[config.mk]
export PLATFORM = sky130hd
export DESIGN_NAME = sq_sum_terms_pipe
export DESIGN_NICKNAME = d
export VERILOG_FILES = /design/src/rtl/msu_pkg.sv /design/src/rtl/sq_sum_terms_pipe_node.sv /design/src/rtl/sq_sum_terms_pipe.sv
export SDC_FILE = /design/constraint.sdc
export NUM_CORES = 1
export LEC_CHECK = 0
export CORE_AREA = 2 2 127 129
export CTS_CLUSTER_DIAMETER = 30
export CTS_CLUSTER_SIZE = 30
export DETAILED_ROUTE_END_ITERATION = 8
export DIE_AREA = 0 0 129 131
export GPL_TIMING_DRIVEN = 0
export PLACE_DENSITY = 0.72
export SYNTH_ARGS = -nofsm -noshare
export SYNTH_HDL_FRONTEND = slang
export SYNTH_SLANG_ARGS = --single-unit
[constraint.sdc]
create_clock -name clk_i -period 5.91 [get_ports clk_i]
set_clock_uncertainty 0.2 [all_clocks]
set_input_delay 0.8865 -clock clk_i [delete_from_list [all_inputs] [get_ports clk_i]]
set_output_delay 0.8865 -clock clk_i [all_outputs]
set_load 0.01 [all_outputs]
[src/rtl/msu_pkg.sv]
// Shared sizing constants for the squarer reduction path, plus constant
// functions that describe the geometry of a radix-N reduction tree.
package msu_pkg;

  localparam int TreeBits   = 8;
  localparam int SqSumBits  = 16;
  localparam int SqGridRows = 16;

  // Number of radix-wide reduction levels needed to fold n operands into one.
  function automatic int tree_levels(input int n, input int radix);
    int lv;
    int cap;
    lv  = 0;
    cap = 1;
    while (cap < n) begin
      cap = cap * radix;
      lv++;
    end
    return lv;
  endfunction

  function automatic int lvl_nodes(input int n, input int radix, input int k);
    int c;
    c = n;
    for (int i = 0; i < k; i++) c = (c + radix - 1) / radix;
    return c;
  endfunction

  // Bit offset of level k inside the flattened register vector holding levels 1..k-1.
  function automatic int lvl_off(input int n, input int radix, input int tbits, input int k);
    int off;
    off = 0;
    for (int i = 1; i < k; i++) off += lvl_nodes(n, radix, i) * (tbits + i * $clog2(radix));
    return off;
  endfunction

endpackage

[src/rtl/sq_sum_terms_pipe_node.sv]
// One combinational Radix-input unsigned adder; output is wide enough that no
// operand combination can wrap.
module sq_sum_node #(
  parameter int Radix   = 4,
  parameter int InBits  = 8,
  parameter int OutBits = InBits + $clog2(Radix)
) (
  input  logic [InBits-1:0]  ops_i [Radix],
  output logic [OutBits-1:0] sum_o
);

  always_comb begin
    sum_o = '0;
    for (int r = 0; r < Radix; r++) sum_o = sum_o + OutBits'(ops_i[r]);
  end

endmodule

[src/rtl/sq_sum_terms_pipe.sv]
// Pipelined multi-operand summer: registered radix tree, then a group accumulator.
// Result appears Levels+1 stages after a last beat; any held result stalls every stage.
module sq_sum_terms_pipe import msu_pkg::*; #(
  parameter int NumTerms = msu_pkg::SqGridRows,
  parameter int TermBits = msu_pkg::TreeBits,
  parameter int Radix    = 4,
  parameter int SumBits  = msu_pkg::SqSumBits
) (
  input  logic                clk_i,
  input  logic                rst_ni,
  input  logic                in_valid_i,
  output logic                in_ready_o,
  input  logic [TermBits-1:0] terms_i [NumTerms],
  input  logic                last_i,
  output logic                out_valid_o,
  input  logic                out_ready_i,
  output logic [SumBits-1:0]  sum_o,
  output logic                ovf_o
);

  localparam int Levels  = tree_levels(NumTerms, Radix);
  localparam int LogR    = $clog2(Radix);
  localparam int TopBits = TermBits + Levels * LogR;
  localparam int TopOff  = lvl_off(NumTerms, Radix, TermBits, Levels);
  localparam int TreeW   = lvl_off(NumTerms, Radix, TermBits, Levels + 1);

  if (NumTerms < 2 || Radix < 2) begin : g_bad_param
    $error("sq_sum_terms_pipe: NumTerms and Radix must both be >= 2");
  end

  logic [TreeW-1:0]   tree_d, tree_q;
  logic [Levels:1]    vld_q, last_q;
  logic               open_q, open_d;
  logic               out_vld_q, out_vld_d;
  logic               ovf_q, ovf_d;
  logic [SumBits-1:0] acc_q, acc_d;
  logic               adv;

  assign adv        = !out_vld_q || out_ready_i;
  assign in_ready_o = adv;

  // Every level lives in one flat vector; level k nodes are TermBits+k*LogR wide.
  for (genvar k = 1; k <= Levels; k++) begin : g_lvl
    localparam int NIn    = lvl_nodes(NumTerms, Radix, k - 1);
    localparam int NOut   = lvl_nodes(NumTerms, Radix, k);
    localparam int WIn    = TermBits + (k - 1) * LogR;
    localparam int WOut   = WIn + LogR;
    localparam int OffIn  = lvl_off(NumTerms, Radix, TermBits, k - 1);
    localparam int OffOut = lvl_off(NumTerms, Radix, TermBits, k);
    for (genvar j = 0; j < NOut; j++) begin : g_node
      logic [WIn-1:0] ops [Radix];
      for (genvar r = 0; r < Radix; r++) begin : g_op
        localparam int Src = j * Radix + r;
        if (Src >= NIn) begin : g_pad
          assign ops[r] = '0;
        end else if (k == 1) begin : g_term
          assign ops[r] = terms_i[Src];
        end else begin : g_prev
          assign ops[r] = tree_q[OffIn + Src * WIn +: WIn];
        end
      end
      sq_sum_node #(.Radix(Radix), .InBits(WIn), .OutBits(WOut)) u_node (
        .ops_i (ops),
        .sum_o (tree_d[OffOut + j * WOut +: WOut])
      );
    end
  end

  always_ff @(posedge clk_i) begin
    if (adv) tree_q <= tree_d;
  end

  always_ff @(posedge clk_i or negedge rst_ni) begin
    if (!rst_ni) begin
      vld_q  <= '0;
      last_q <= '0;
    end else if (adv) begin
      vld_q[1]  <= in_valid_i;
      last_q[1] <= last_i;
      for (int k = 2; k <= Levels; k++) begin
        vld_q[k]  <= vld_q[k-1];
        last_q[k] <= last_q[k-1];
      end
    end
  end

  logic [TopBits-1:0] top_res;
  logic [SumBits-1:0] top_lo;
  logic               top_big;
  logic [SumBits:0]   acc_sum;

  assign top_res = tree_q[TopOff +: TopBits];
  assign top_lo  = SumBits'(top_res);
  if (TopBits > SumBits) begin : g_top_wide
    assign top_big = |top_res[TopBits-1:SumBits];
  end else begin : g_top_narrow
    assign top_big = 1'b0;
  end
  assign acc_sum = {1'b0, acc_q} + {1'b0, top_lo};

  always_comb begin
    acc_d     = acc_q;
    ovf_d     = ovf_q;
    open_d    = open_q;
    out_vld_d = out_vld_q;
    if (adv) begin
      out_vld_d = 1'b0;
      if (vld_q[Levels]) begin
        if (open_q) begin
          acc_d = acc_sum[SumBits-1:0];
          ovf_d = ovf_q | acc_sum[SumBits] | top_big;
        end else begin
          acc_d = top_lo;
          ovf_d = top_big;
        end
        open_d    = !last_q[Levels];
        out_vld_d = last_q[Levels];
      end
    end
  end

  always_ff @(posedge clk_i or negedge rst_ni) begin
    if (!rst_ni) begin
      acc_q     <= '0;
      ovf_q     <= 1'b0;
      open_q    <= 1'b0;
      out_vld_q <= 1'b0;
    end else begin
      acc_q     <= acc_d;
      ovf_q     <= ovf_d;
      open_q    <= open_d;
      out_vld_q <= out_vld_d;
    end
  end

  assign out_valid_o = out_vld_q;
  assign sum_o       = acc_q;
  assign ovf_o       = ovf_q;

endmodule

==> results of run 1 <==
==> synth_stat cells, types with 3 or more instances <==
cell        n  area (um2)
xnor2_1    36       315.3
nand2b_1   10       62.56
ha_1       96        1201
a21boi_1    3       22.52
o21a_1     11       82.58
nand2_1    52       195.2
a31oi_1     4       25.02
a21oi_1    43       215.2
and3_1      3       18.77
o211ai_1    4       30.03
xor2_1     32       280.3
nor2_1     53       198.9
nor4_1      3       18.77
mux2_1      4       45.04
clkbuf_1    5       18.77
o21ai_0     8       40.04
o41ai_1    10       87.58
o21ai_1    32       160.2
mux2i_1     6       60.06
o22ai_1     3       18.77
inv_1     187       701.9
fa_1       53        1061
a21o_1     16       120.1
nor3_1     13       65.06
nor2b_1    14       87.58
nand3_1     8       40.04
dfrtp_1    23       575.6
edfxtp_1   52        1562
==> metal layers <==
layer / track usage, % / wire length, um / up-vias
li1: - / - / 3013
met1: 22.58 / 6269 / 2706
met2: 31.65 / 7017 / 128
met3: 2.850 / 608 / 17
met4: 6.074 / 193 / 0
met5: 0 / 0 / -
==> flip-flops by register name, summed over array words and instances, names as in the netlist <==
name / cells
last_q: 2
ovf_o: 1
sum_o: 16
open_q: 1
out_valid_o: 1
tree_q: 52
vld_q: 2
==> metrics by stage <==
step	power, W	area, um2	utilization [%]
after floorplan	0.004829	7580	-
after global placement	0.005658	9361	60.02
after detailed placement	0.005772	9383	60.16
after CTS	0.006448	9713	62.27
after global routing	0.007093	9713	62.27
final	0.006433	9713	62.27
==> logic make-up (layout without fill, tap and decap cells) <==
kind of cell / Yosys count / in the layout
buf+inv: 196 / 364
simple gates: 164 / 164
compound gates: 153 / 153
fa+ha+maj: 149 / 149
flops: 75 / 75
xor+xnor: 68 / 68
mux: 10 / 10
==> report_power, final <==
group          internal (W)  leakage (nW)  switching [W]
combinational       0.00214          3.64        0.00246
clock              0.000378         0.166       0.000219
sequential          0.00110         0.820       0.000141
total               0.00362          4.63        0.00282
==> critical path, delay by kind of cell <==
| kind | cells | cell delay (ps) |
|---|---|---|
| adders and majority gates | 4 | 1380 |
| xor gates and xnor gates | 2 | 310 |
| buffers and inverters | 3 | 580 |
| AOI/OAI and AO/OA | 4 | 1020 |
==> final cells by class <==
class,instances,area (um2)
tap,216,270.3
sequential,75,2137
inverter,189,709.4
clock buffer,11,275.3
timing repair buffer,152,1531
multi-input combinational,544,4707
buffer,7,27.53
clock inverter,5,55.05
fill,1324,5884
==> worst max-delay path by stage <==
stage                             from         end  slack, ps
after detailed placement   terms_i[48]  tree_q[28]       1300
after global routing      terms_i[113]   tree_q[8]       1420
after CTS                  terms_i[48]  tree_q[28]       1650
after global placement     out_ready_i  in_ready_o        200
after floorplan            out_ready_i   sum_o[13]       2090
final                      terms_i[48]  tree_q[28]       1600
==> impl_metrics.yaml, run 1 <==
timing:
  max_slew_margin_pct: 31.54
  fmax_mhz: 232.2
  maxSlewViolCount: 0
  fin_crit_ps: 4307
  holdWs_ps: 284.7
  tns_ps: 0
  setup_slack_ps: 1603
  hold_viol_final: 0
  worstMarginPinSlew_ps: 1024
  rsz0062_at_grt: "false"
  min_period_over_period_pct: 72.88
  setup_viol: 0
synthesis:
  syn_nets: 1097
  synth_fa_ha_area_share_pct: 29.84
  synth_edf_count: 52
  synth_xor_area_share_pct: 7.857
  yosys.cell_types.count: 55
  syn-instance-count: 815
  syn_area_um2: 7580
  async_flop_share_pct: 30.67
  yosys.area_share.simple_pct: 9.954
  synth_area_per_cell_um2: 9.300
  synth_compound_area_share_pct: 13.06
  ys_seq_area_share_pct: 28.19
  synth_mux_area_share_pct: 1.387
  synthFlopType: "edfxtp_1"
  synth_warnings: 0
  ys_seq_elements: 75
  synth_top_family_by_area: "adder cells"
cts:
  root_buffer: "clkbuf_16"
  postCtsSetupBuffers: 0
  ctsResizeCount: 0
  cts_made_buffers: 9
  clockBufferDepth: 2
  clk_latency_ps: 340
  cts_tree: "yes"
  htree_levels: 3
  cts_hold_buffers: 0
  cts.sinks: 75
  clkTransAtPathRegs_ps: 60
flow_run:
  max_cap_viol_count: 0
hold_path:
  hp-start: "last_q[1]"
  min_to: "last_q[1]"
  hold_class: "reg -> reg"
  whs_path_depth: 1
finish:
  drive_gt1_share_pct: 2.747
  diodes: 0
  final_common_cell: "inv_1"
  nNetsFinal: 1260
  final_cell_mix: "inv_1 (187), clkdlybuf4s50_1 (151), ha_1 (96), nor2_1 (53), fa_1 (53)"
  fin_cells: 1199
  syn2layout_area_growth_pct: 28.14
critical_path:
  path_cells: "clkdlybuf4s50_1 -> ha_1 -> inv_1 -> fa_1 -> xor2_1 -> fa_1 -> inv_1 -> ha_1 -> a21o_1 -> a21oi_1 -> o21ai_1 -> o41ai_1 -> xnor2_1"
  start_kind: "input port"
  cp.required_ps: 5780
  r2r_end: "tree_q[51]"
  slowest_stage: "fa_1"
  cp.arrival_ps: 4170
  r2r_cells: 12
  worstSetupEndpointType: "register"
  critPathMaxStageDelay_ps: 540
  reg2reg_slack_ps: 1750
  cp_max_fo: 2
  worstSetupPathType: "in -> reg"
  rr_startpoint: "tree_q[10]"
floorplanning:
  rows: 46
  die_y_um: 131
  start_util_pct: 48.60
  dieWidth_um: 129
  die_area_um2: 16900
  pin_count: 152
  core_area_um2: 15600
grt:
  grt-ovfl-total: 0
  grt_pass1_wl_mm: 24.70
  antenna_found_initial: 0
  grt_max_degree: 36
  grt_pass1_vias: 5796
  grt_usage_pct: 17.95
power:
  vdd_ir_drop_max_v: 0.0006236
  p_per_area_nw_per_um2: 662.3
  leakagePower_nw: 4.626
route:
  drc_errors: 0
  dr.pass1.iters: 4
  avgViaCountPerCell: 4.891
  wire_per_inst_um: 11.75
  vias: 5864
  routed_wl_mm: 14.09
  drt_iter0_markers: 169
  drt.antenna.violating_nets: 0
placed_design:
  gp_congestion: 0.8244
  portBuffers: 151
  hpwlAfterDp_mm: 11.86
  placed_cells: 1183
  pre_cts_ws_ps: 1296
status:
  outcome: "finished clean"
No activity file was read; power rests on OpenSTA's default activity.
==> run 2: changes to the inputs <==
- clock period: 5.91 -> 4.15 ns (I/O delays scaled with it)
==> impl_metrics.yaml, run 2 (synthesized netlist as in run 1, its figures left out) <==
critical_path:
  cp.arrival_ps: 4060
  critPathMaxStageDelay_ps: 460
  start_kind: "register"
  worstSetupEndpointType: "register"
  cp.required_ps: 4150
  path_cells: "ha_1 -> fa_1 -> a21o_1 -> a21oi_2 -> xor2_1 -> fa_1 -> inv_1 -> ha_1 -> o21a_1 -> o31a_1 -> or4_4 -> a2111oi_4 -> nand4bb_1"
  r2r_end: "tree_q[50]"
  slowest_stage: "fa_1"
  cp_max_fo: 3
  worstSetupPathType: "reg -> reg"
  reg2reg_slack_ps: 90
  r2r_cells: 13
  rr_startpoint: "tree_q[10]"
timing:
  rsz0062_at_grt: "true"
  worstMarginPinSlew_ps: 1028
  max_slew_margin_pct: 31.25
  fin_crit_ps: 4061
  min_period_over_period_pct: 97.84
  fmax_mhz: 246.3
  hold_viol_final: 0
  setup_viol: 0
  maxSlewViolCount: 0
floorplanning:
  core_area_um2: 15600
  die_area_um2: 16900
  rows: 46
  pin_count: 152
  start_util_pct: 48.60
  die_y_um: 131
  dieWidth_um: 129
placed_design:
  portBuffers: 151
  placed_cell_area_um2: 9383
  hpwlAfterDp_mm: 11.86
  placed_cells: 1183
  gp_congestion: 0.8244
status:
  outcome: "finished clean"
route:
  drt_iter0_markers: 168
  routed_wl_mm: 14.20
  wire_per_inst_um: 11.84
  avgViaCountPerCell: 4.872
  drc_errors: 0
  vias: 5841
  dr.pass1.iters: 5
  drt.antenna.violating_nets: 0
power:
  vdd_ir_drop_max_v: 0.0009378
  p_per_area_nw_per_um2: 962.2
  leakagePower_nw: 4.649
grt:
  antenna_found_initial: 0
  grt_pass1_wl_mm: 24.79
  grt_max_degree: 36
  grt-ovfl-total: 0
  grt_usage_pct: 18.03
  grt_pass1_vias: 5826
cts:
  htree_levels: 3
  cts_made_buffers: 9
  cts_tree: "yes"
  clk_latency_ps: 340
  cts.sinks: 75
  clkTransAtPathRegs_ps: 60
  root_buffer: "clkbuf_16"
  cts_hold_buffers: 0
  clockBufferDepth: 2
finish:
  final_common_cell: "inv_1"
  final_cell_mix: "inv_1 (187), clkdlybuf4s50_1 (151), ha_1 (96), nor2_1 (53), fa_1 (53)"
  diodes: 0
  largest_reg_flops: 52
  fin_cells: 1199
  syn2layout_area_growth_pct: 28.94
  nNetsFinal: 1260
  fin_area_um2: 9773
  drive_gt1_share_pct: 3.459
  nFillCells: 1314
  largest-register: "tree_q"
flow_run:
  max_cap_viol_count: 0
hold_path:
  hold_class: "reg -> reg"
  whs_path_depth: 1
  min_to: "last_q[1]"
  hp-start: "last_q[1]"
## run 2: cell count changes in the layout (fill, tap and decap cells not counted)
cell / before / now
o41ai_1: 10 / 5
o41ai_2: 0 / 5
a2111oi_2: 1 / 0
a2111oi_4: 0 / 1
a21oi_1: 43 / 42
a21oi_2: 1 / 2
nor4_1: 3 / 2
nor4_2: 0 / 1
## run 2: worst max path at each step
stage | from | to | slack, ps
after floorplan | tree_q[10] | tree_q[51] | 410
after global placement | out_ready_i | in_ready_o | -1040
after detailed placement | terms_i[48] | tree_q[28] | -200
after CTS | tree_q[10] | tree_q[50] | 60
after global routing | tree_q[11] | tree_q[50] | -60
final | tree_q[10] | tree_q[50] | 90
## run 2: metal layers
layer / wire length [um] / share of wire (%) / global-route usage (%)
met1: 6331 / 45 / 22.53
met2: 7074 / 50 / 31.68
met3: 556 / 3.9 / 2.932
met4: 239 / 1.7 / 6.586
met5: 0 / 0 / 0
## run 2: timing repair
| action | CTS | global route |
|---|---|---|
| gates resized for setup | 1 | 7 |
| setup buffers | 0 | 0 |
| pin swaps | 0 | 1 |
| endpoints found under the hold margin | 0 | 0 |
| endpoints found under the setup margin | 1 | 6 |
## run 2: per-stage QoR
stage	utilization, %	setup TNS [ps]	total power, W	hold WS (ps)	worst slack [ps]
floorplan	-	0	0.006877	126.9	408.9
global placement	60.02	-13740	0.008057	268.0	-1035
detailed placement	60.16	-508.6	0.008220	275.6	-199.7
CTS	62.32	0	0.009246	289.4	59.87
global route	62.66	-55.98	0.01037	305.7	-55.98
finish	62.66	0	0.009404	284.7	89.46
## run 2: area by class of cell
class | instances | area (um2) | area share, %
Clock buffer | 11 | 275.3 | 2.817
Buffer | 7 | 27.53 | 0.2817
Multi-Input combinational cell | 544 | 4767 | 48.78
Timing Repair Buffer | 152 | 1531 | 15.67
Tap cell | 216 | 270.3 | 2.765
Inverter | 189 | 709.4 | 7.259
Clock inverter | 5 | 55.05 | 0.5633
Sequential cell | 75 | 2137 | 21.87
## run 2: where the power goes
group | total, W | switching [W] | internal, W
registers | 0.00176 | 0.000201 | 0.00156
clock network | 0.000849 | 0.000311 | 0.000538
logic | 0.00679 | 0.00364 | 0.00316
## run 2: critical path, delay by kind of cell, from the launching register on
| family | cells | cell delay (ps) |
|---|---|---|
| buffers and inverters | 1 | 70 |
| AOI/OAI and AO/OA | 5 | 960 |
| xor gates and xnor gates | 1 | 260 |
| DFF | 1 | 410 |
| adders and majority gates | 4 | 1370 |
| and+or+nand+nor | 2 | 640 |
